**src/rtl/param_stream_pkg.sv**
```systemverilog
// Shared types and helpers for parameter-ROM streaming blocks.
package param_stream_pkg;

  // Sequencer states: idle, issuing ROM reads, waiting for the pipeline and FIFO to empty.
  typedef enum logic [1:0] {
    S_IDLE   = 2'd0,
    S_STREAM = 2'd1,
    S_DRAIN  = 2'd2
  } state_t;

  // Tag carried alongside each in-flight ROM read.
  typedef struct packed {
    logic valid;
    logic last;
  } tag_t;

  // A read may be issued only while every word already owed to the FIFO
  // (stored or still in the ROM pipeline) leaves at least one free slot.
  function automatic logic has_credit(input int unsigned fifo_count,
                                      input int unsigned inflight_count,
                                      input int unsigned fifo_depth);
    return (fifo_count + inflight_count) < fifo_depth;
  endfunction

endpackage

```
**src/rtl/param_stream_fifo.sv**
```systemverilog
// Synchronous FIFO with occupancy count; head word is presented combinationally.
module param_stream_fifo #(
  parameter  int WIDTH = 513,
  parameter  int DEPTH = 4,
  localparam int PTR_W = $clog2(DEPTH),
  localparam int CNT_W = $clog2(DEPTH) + 1
) (
  input  logic             i_clk,
  input  logic             i_rst,
  input  logic             i_push,
  input  logic [WIDTH-1:0] i_data,
  input  logic             i_pop,
  output logic [WIDTH-1:0] o_data,
  output logic             o_empty,
  output logic             o_full,
  output logic [CNT_W-1:0] o_count
);

  logic [WIDTH-1:0] r_mem [DEPTH];
  logic [PTR_W-1:0] r_wr_ptr;
  logic [PTR_W-1:0] r_rd_ptr;
  logic [CNT_W-1:0] r_count;
  logic             w_pop;

  assign w_pop   = i_pop && (r_count != '0);
  assign o_empty = (r_count == '0);
  assign o_full  = (r_count == CNT_W'(DEPTH));
  assign o_count = r_count;
  // Empty FIFO presents zero so the stream output has a defined reset value.
  assign o_data  = o_empty ? '0 : r_mem[r_rd_ptr];

  // Storage write.
  // NOTE: the data array has no reset; occupancy is tracked by the pointers, so clearing it buys nothing.
  always_ff @(posedge i_clk) begin
    if (i_push) begin
      r_mem[r_wr_ptr] <= i_data;
    end
  end

  // Pointer and occupancy update; simultaneous push and pop leaves the count unchanged.
  // NOTE: state registers use non-blocking assignments so every flop samples pre-edge values.
  always_ff @(posedge i_clk) begin
    if (i_rst) begin
      r_wr_ptr <= '0;
      r_rd_ptr <= '0;
      r_count  <= '0;
    end else begin
      if (i_push) r_wr_ptr <= r_wr_ptr + PTR_W'(1);
      if (w_pop)  r_rd_ptr <= r_rd_ptr + PTR_W'(1);
      case ({i_push, w_pop})
        2'b10:   r_count <= r_count + CNT_W'(1);
        2'b01:   r_count <= r_count - CNT_W'(1);
        default: r_count <= r_count;
      endcase
    end
  end

endmodule

```
**src/rtl/param_rom_stream_ctrl.sv**
```systemverilog
// Streams a fixed-latency parameter ROM as a valid/ready word stream, replaying
// the whole tensor a programmable number of passes per start command.
module param_rom_stream_ctrl
  import param_stream_pkg::*;
#(
  parameter int DATA_WIDTH  = 512,
  parameter int DEPTH       = 32,
  parameter int ADDR_WIDTH  = $clog2(DEPTH) + 1,
  parameter int ROM_LATENCY = 2,
  parameter int FIFO_DEPTH  = 4,
  parameter int PASS_WIDTH  = 8
) (
  input  logic                  i_clk,
  input  logic                  i_rst,
  input  logic                  i_start,
  input  logic [PASS_WIDTH-1:0] i_cfg_passes,
  output logic                  o_busy,
  output logic                  o_done,
  output logic [ADDR_WIDTH-1:0] o_rom_addr,
  output logic                  o_rom_ce,
  input  logic [DATA_WIDTH-1:0] i_rom_q,
  output logic [DATA_WIDTH-1:0] o_data_out,
  output logic                  o_data_out_last,
  output logic                  o_data_out_valid,
  input  logic                  i_data_out_ready
);

  localparam int CNT_W = $clog2(FIFO_DEPTH) + 1;
  localparam logic [ADDR_WIDTH-1:0] LAST_ADDR = ADDR_WIDTH'(DEPTH - 1);

  state_t                  r_state;
  logic [ADDR_WIDTH-1:0]   r_addr;
  logic [PASS_WIDTH-1:0]   r_pass;
  logic [PASS_WIDTH-1:0]   r_passes;
  logic                    r_busy;
  logic                    r_done;
  logic                    r_rom_ce;
  tag_t                    r_tags [ROM_LATENCY];

  logic                    w_issue;
  logic [CNT_W-1:0]        w_inflight;
  logic                    w_push;
  logic                    w_pop;
  logic                    w_fifo_empty;
  logic                    w_fifo_full;
  logic [CNT_W-1:0]        w_fifo_count;
  logic [DATA_WIDTH:0]     w_fifo_head;
  logic                    w_fifo_drains;

  assign o_rom_addr       = r_addr;
  assign o_rom_ce         = r_rom_ce;
  assign o_busy           = r_busy;
  assign o_done           = r_done;
  assign o_data_out       = w_fifo_head[DATA_WIDTH-1:0];
  assign o_data_out_last  = w_fifo_head[DATA_WIDTH];
  assign o_data_out_valid = !w_fifo_empty;

  assign w_pop   = !w_fifo_empty && i_data_out_ready;
  assign w_push  = r_tags[ROM_LATENCY-1].valid;
  assign w_issue = (r_state == S_STREAM) &&
                   has_credit(32'(w_fifo_count), 32'(w_inflight), FIFO_DEPTH);
  // FIFO is empty now, or its last word leaves on this edge.
  assign w_fifo_drains = w_fifo_empty || ((w_fifo_count == CNT_W'(1)) && w_pop);

  // Count reads still travelling through the ROM pipeline.
  // NOTE: combinational outputs get a default before any conditional update so no latch is inferred.
  always_comb begin
    w_inflight = '0;
    for (int i = 0; i < ROM_LATENCY; i++) begin
      w_inflight = w_inflight + CNT_W'(r_tags[i].valid);
    end
  end

  // Tag pipeline shadows the ROM pipeline and only advances while the ROM is enabled.
  always_ff @(posedge i_clk) begin
    if (i_rst) begin
      for (int i = 0; i < ROM_LATENCY; i++) r_tags[i] <= '0;
    end else if (r_rom_ce) begin
      r_tags[0] <= '{valid: w_issue, last: w_issue && (r_addr == LAST_ADDR)};
      for (int i = 1; i < ROM_LATENCY; i++) r_tags[i] <= r_tags[i-1];
    end
  end

  // Command sequencer: address/pass counters, state and registered status outputs.
  always_ff @(posedge i_clk) begin
    if (i_rst) begin
      r_state  <= S_IDLE;
      r_addr   <= '0;
      r_pass   <= '0;
      r_passes <= '0;
      r_busy   <= 1'b0;
      r_done   <= 1'b0;
      r_rom_ce <= 1'b0;
    end else begin
      r_done <= 1'b0;
      unique case (r_state)
        S_IDLE: begin
          if (i_start) begin
            if (i_cfg_passes != '0) begin
              r_state  <= S_STREAM;
              r_passes <= i_cfg_passes;
              r_pass   <= '0;
              r_addr   <= '0;
              r_busy   <= 1'b1;
              r_rom_ce <= 1'b1;
            end else begin
              r_done <= 1'b1;
            end
          end
        end
        S_STREAM: begin
          if (w_issue) begin
            if (r_addr == LAST_ADDR) begin
              r_addr <= '0;
              r_pass <= r_pass + PASS_WIDTH'(1);
              if (r_pass == r_passes - PASS_WIDTH'(1)) r_state <= S_DRAIN;
            end else begin
              r_addr <= r_addr + ADDR_WIDTH'(1);
            end
          end
        end
        S_DRAIN: begin
          if ((w_inflight == '0) && w_fifo_drains) begin
            r_state  <= S_IDLE;
            r_done   <= 1'b1;
            r_busy   <= 1'b0;
            r_rom_ce <= 1'b0;
          end
        end
        default: r_state <= S_IDLE;
      endcase
    end
  end

  param_stream_fifo #(
    .WIDTH (DATA_WIDTH + 1),
    .DEPTH (FIFO_DEPTH)
  ) u_fifo (
    .i_clk   (i_clk),
    .i_rst   (i_rst),
    .i_push  (w_push),
    .i_data  ({r_tags[ROM_LATENCY-1].last, i_rom_q}),
    .i_pop   (w_pop),
    .o_data  (w_fifo_head),
    .o_empty (w_fifo_empty),
    .o_full  (w_fifo_full),
    .o_count (w_fifo_count)
  );

  // The credit rule must make a push into a full FIFO impossible.
  a_no_overflow: assert property (@(posedge i_clk) disable iff (i_rst) !(w_push && w_fifo_full));

endmodule

```
**config.mk**
```make
export PLATFORM = sky130hd
export DESIGN_NAME = param_rom_stream_ctrl
export DESIGN_NICKNAME = d
export VERILOG_FILES = /design/src/rtl/param_stream_pkg.sv /design/src/rtl/param_stream_fifo.sv /design/src/rtl/param_rom_stream_ctrl.sv
export SDC_FILE = /design/constraint.sdc
export NUM_CORES = 2
export LEC_CHECK = 0
export CELL_PAD_IN_SITES_DETAIL_PLACEMENT = 1
export CELL_PAD_IN_SITES_GLOBAL_PLACEMENT = 1
export CORE_UTILIZATION = 43
export DETAILED_ROUTE_END_ITERATION = 12
export PLACE_DENSITY = 0.72
export SYNTH_ARGS = -nofsm -noshare
export SYNTH_HDL_FRONTEND = slang
export SYNTH_SLANG_ARGS = --single-unit
```
**constraint.sdc**
```tcl
create_clock -name i_clk -period 12.05 [get_ports i_clk]
set_clock_uncertainty 0.15 [all_clocks]
set_input_delay 2.41 -clock i_clk [delete_from_list [all_inputs] [get_ports i_clk]]
set_output_delay 2.41 -clock i_clk [all_outputs]
set_load 0.02 [all_outputs]
```
; ---- Word-level counts from Yosys, hierarchy flattened
; Memories as Yosys holds them, arrays and structs flattened. A register that Yosys moved wholly into a read port is not among the register bits.
; Index checks and enable logic that the tools add are counted.
[totals]
reg_bits = 33
ramBits = 2056
output_inout_bits = 523
memories = 2
[memory_table]
columns = memory, words, width, rd, rd_clocked_by_memory_dff, wr, line_no
row1 = u_fifo.r_mem, 4, 513, 1, 1, 1, param_stream_fifo.sv:19  ; logic [WIDTH-1:0] r_mem [DEPTH];
row2 = r_tags, 2, 2, 2, 0, 2, param_rom_stream_ctrl.sv:38  ; tag_t r_tags [ROM_LATENCY];
[op_classes]
n_addsub = 9
magnitude_cmp = 1
n_eq_ne = 13
muxes = 38
n_bitwise = 2
reduce_logical = 21
[ops]
columns = cell, count
row1 = $mux 513, 1
row2 = $mux 8, 4
row3 = $mux 6, 4
row4 = $mux 2, 10
row5 = $pmux 8 s2, 1
row6 = $mux 1, 13
row7 = $pmux 6 s2, 1
row8 = $add 8x1->8 const B, 1
row9 = $eq 8x8->1, 1
row10 = $ne 2x2->1 const B, 4
row11 = $reduce_and 4->1, 2
row12 = $reduce_bool 8->1, 1
row13 = $sub 8x1->8 const B, 1
row14 = $add 6x1->6 const B, 1
row15 = $eq 6x5->1 const B, 1
row16 = $logic_and 1x1->1, 6
row17 = $logic_not 3->1, 2
row18 = $pmux 2 s3, 1
row19 = $pmux 3 s2, 1
row20 = $reduce_and 6->1, 1
row21 = $reduce_bool 2->1, 3
row22 = $reduce_and 5->1, 1
row23 = $add 2x1->2 const B, 2
row24 = $add 3x3->4, 1
row25 = 15 further kinds, 20

; ---- Logic depth before layout (Yosys ltp)
[depth]
ltp_word = 8
ltp_mapped = 9

; ---- Modules after synthesis
; From an unflattened synthesis, not the netlist that was laid out.
[hier_totals]
hier_cells = 3484
hier_area_um2 = 79618.9
[by_module_without_submodules]
columns = mod, instances, cells_each, area_per_inst_um2, seq_area_each_um2
row1 = param_stream_fifo, 1, 3297, 77942.3, 61799.3
row2 = param_rom_stream_ctrl, 1, 187, 1676.6, 640.6

; ---- Least setup slack after synthesis
; No wires, ideal clock.
[synth_path]
path_type = flip-flop to flip-flop
start = register u_fifo.r_wr_ptr[0]
end = memory u_fifo.r_mem[0][0] (enable)
t_arrival_ns = 12.097
path_slack_ns = -1.139
stages_incl_launch_ff = 4
path_buffers = 0
synth_period_minus_slack_ns = 13.189
path_cell_list = dfxtp_1 inv_1 ha_1 and2_1
[synth_rtl]
columns = item, line_no
row1 = from (decl), param_stream_fifo.sv:20  ; logic [PTR_W-1:0] r_wr_ptr;
row2 = from (signal assigned), param_stream_fifo.sv:48  ; if (i_push) r_wr_ptr <= r_wr_ptr + PTR_W'(1);
row3 = to (decl), param_stream_fifo.sv:19
; No word-level cell before the write port.

==> results.md <==
* P&R area growth vs syn at 25.48%
* Clock sink total at 2091
* Top FF cell, synth: edfxtp_1
* Largest net degree at the start of global routing at 190
* Tightest Pin Transition at 1.213 ns
* Core ar. at 183300 sq um
* Iteration-0 DRC count of the detailed router at 2669
* Cell taking the most area after synthesis: edfxtp_1
* Post-synth top area share at 77.81%
* Synth Area per Inst at 22.67 sq um
* Pwr/cell area at 225.2 nW/um^2
* Synth Cell Area at 79350 sq um
* H-tree levels at 4
* # IOs at 1047
* Register area share after synthesis at 78.69%
* # resized after CTS at 0
* Post-synth EDFFs at 2056
* DRC viols at 0
* Vias/cell at 5.346
* Chip width at 431.6 um
* Worst hold margin at 0.3500 ns
* Final nets at 5159
* Vias in the first global route at 42043
* Clock Tree Root: clkbuf_16
* HP Start: r_pass[7]
* Setup bufs post-CTS at 0
* Port buffer count at 1046
* Fillers at 16021
* Routed WL at 206.4 mm
* Min Tclk post-route at 7.312 ns
* Crit path DAT at 4.75 ns
* Max_cap viols at 0
* Gr usage total at 21.78%
* CP Max Fanout at 85
* Clock transition at path regs at 0.06 ns
* Post-synth ARST share at 0%
* RSZ-0062 raised after global routing: no
* Post-CTS Hold Buffers at 0
* First-pass GRT wire length at 293.3 mm
* Detail Placement HPWL at 129.4 mm
* Startpoint types: flip-flop
* Status: finished, final reports clean
* Clock Tree Buf Depth at 3
* Worst skew pair latency at 0.83 ns
* Gr ovfl total at 0
* Worst path required time at 9.49 ns
* Slew Limit Fails at 0
* Syn_nets at 4039
* Ys Warns at 0
* CTS tree: yes
* Initial core utilization at 43.29%
* Tcrit/Tclk final at 60.68%
* PnR worst setup slack at 4.738 ns
* Chip Height at 431.6 um
* Layout cells sized above 1 at 18.35%
* Multi-input logic area at 16120 sq um
* Placement Setup Slack at 5.422 ns
* Final setup vio count at 0
* Cts bufs inserted at 210
* Synth Register Bits at 2091
* Worst hold path type: reg -> reg
* Final hold violation count at 0
* Num rows at 157
* R2R Path Start: u_fifo.r_wr_ptr[0]
* Tot Pwr at 22420 uW
* Vias at 38998
* CP Capture Type: output pin
* Final Wtd Congestion at 0.7878
* Initial antenna violation count at 86
* Largest cells by area after synthesis: edfxtp_1 (78%), mux4_2 (15%), and2_1 (4.1%), dfxtp_1 (0.88%), clkbuf_1 (0.45%)
* Storage element area at 62450 sq um
* Fmax at 0.1368 GHz
* Normalized max-slew margin at 18.97%
* TritonRoute pass-1 iters at 5
* Antenna-violating nets left at 0
* Worst setup path class: reg -> out
* Distinct cells, synth at 50
* Syn Inst Count at 3500
* Pleak at 0.03111 uW
* Die Area at 186300 sq um
* Avg WL per Cell at 28.29 um
* Maximum vdd drop at 0.2369 mV
==> critical path, stage by stage, from the launching register on <==
cell and delay, ns:
dfxtp_4 0.81, buf_12 0.60, buf_4 0.83, mux4_2 0.60, and2_1 0.17, clkdlybuf4s50_1 0.61
==> metal layers <==
layer | up-vias | track usage [%] | share of wire [%]
met5 | - | 0 | 0.23
met4 | 74 | 11.06 | 4.7
met3 | 458 | 7.451 | 7.9
met2 | 1277 | 36.15 | 51
met1 | 20548 | 25.09 | 37
li1 | 16641 | - | -
==> logic make-up (layout without fill, tap and decap cells) <==
family	after synthesis	in the layout	share of synthesized area (%)
buf+inv	195	1491	1.022
flops	2091	2091	78.69
fa+ha+maj	15	15	0.2365
simple gates	603	603	4.666
compound gates	53	53	0.4762
xor+xnor	19	19	0.2097
other cells	0	35	0
mux	524	524	14.70
==> placed cells by master (no fill, tap or decap), types with 8 or more instances in the layout <==
cell             netlist  layout
edfxtp_1            2056    2056
clkdlybuf4s50_1        0    1046
and2_1               523     519
mux4_2               513     513
clkbuf_16              0     212
clkinv_2               0      48
clkinv_1               0      46
clkbuf_1              96      38
diode_2                0      35
dfxtp_1               35      33
nor2_1                29      29
buf_4                  1      28
bufinv_16              0      18
a21oi_1               17      17
buf_12                 0      17
ha_1                  15      15
inv_1                 12      12
mux2i_1               11      11
nand2_1               11      11
xnor2_1               11      11
o21ai_0                8       8
xor2_1                 8       8
==> state kept, by name, summed over array words and instances, names as in the netlist, 2 cells and up, named ones only <==
signal and flops:
u_fifo.r_mem 2052, r_pass 8, r_passes 8, o_rom_addr 6, r_tags 4, u_fifo.o_count 3, r_state 2, u_fifo.r_rd_ptr 2
u_fifo.r_wr_ptr 2
==> layout make-up <==
class                           instances  area share [%]
Inverter                               12         0.04524
Sequential cell                      2091           62.72
Clock buffer                          252           5.499
Tap cell                             2464           3.096
Timing Repair Buffer                 1091           11.07
Multi-Input combinational cell       1214           16.19
Clock inverter                        136           1.302
Antenna cell                           35         0.08796
==> metrics by stage <==
step / setup TNS (ns) / utilization (%) / instance area [sq um] / instances
2_1_floorplan: -574.11 / - / 79350 / 3500
3_3_place_gp: 0 / 50.59 / 92710 / 6872
3_5_place_dp: 0 / 50.59 / 92710 / 6872
4_1_cts: 0 / 54.28 / 99480 / 7260
5_1_grt: 0 / 54.32 / 99560 / 7289
6_report: 0 / 54.33 / 99570 / 7295
==> worst paths after layout <==
path              cells past startpoint              endpoint  slack [ns]
hold / removal                        2             r_pass[7]        0.35
setup reg to reg                      5  u_fifo.r_mem[1][203]        7.85
setup / recovery                      5       o_data_out[121]        4.74
hold reg to reg                       2             r_pass[7]        0.35
==> synthesized netlist by cell type, types with 2 or more instances <==
library cell     n
o21ai_0          8
nand4_1          3
or2_2            2
nand3_1          4
xnor2_1         11
or3_1            6
mux2i_1         11
edfxtp_1      2056
mux4_2         513
a211oi_1         7
buf_1           26
a21oi_1         17
nand2_1         11
o21bai_1         2
nor3_1           6
and2_1         523
xor2_1           8
dfxtp_1         35
o21a_1           3
inv_1           12
nor4_4           2
clkbuf_1        96
o31a_1           2
nand2b_1         7
nor2_1          29
buf_2           60
nor2b_1          3
ha_1            15
==> power breakdown <==
part           internal (uW)  leakage, uW  total (uW)  switching (uW)
logic                   3500      0.00880        7660            4170
clock network           3630      0.00331        6410            2780
registers               8240       0.0190        8350             107
total                  15400       0.0311       22400            7050
Note: power is estimated with default switching activity, not from simulation.
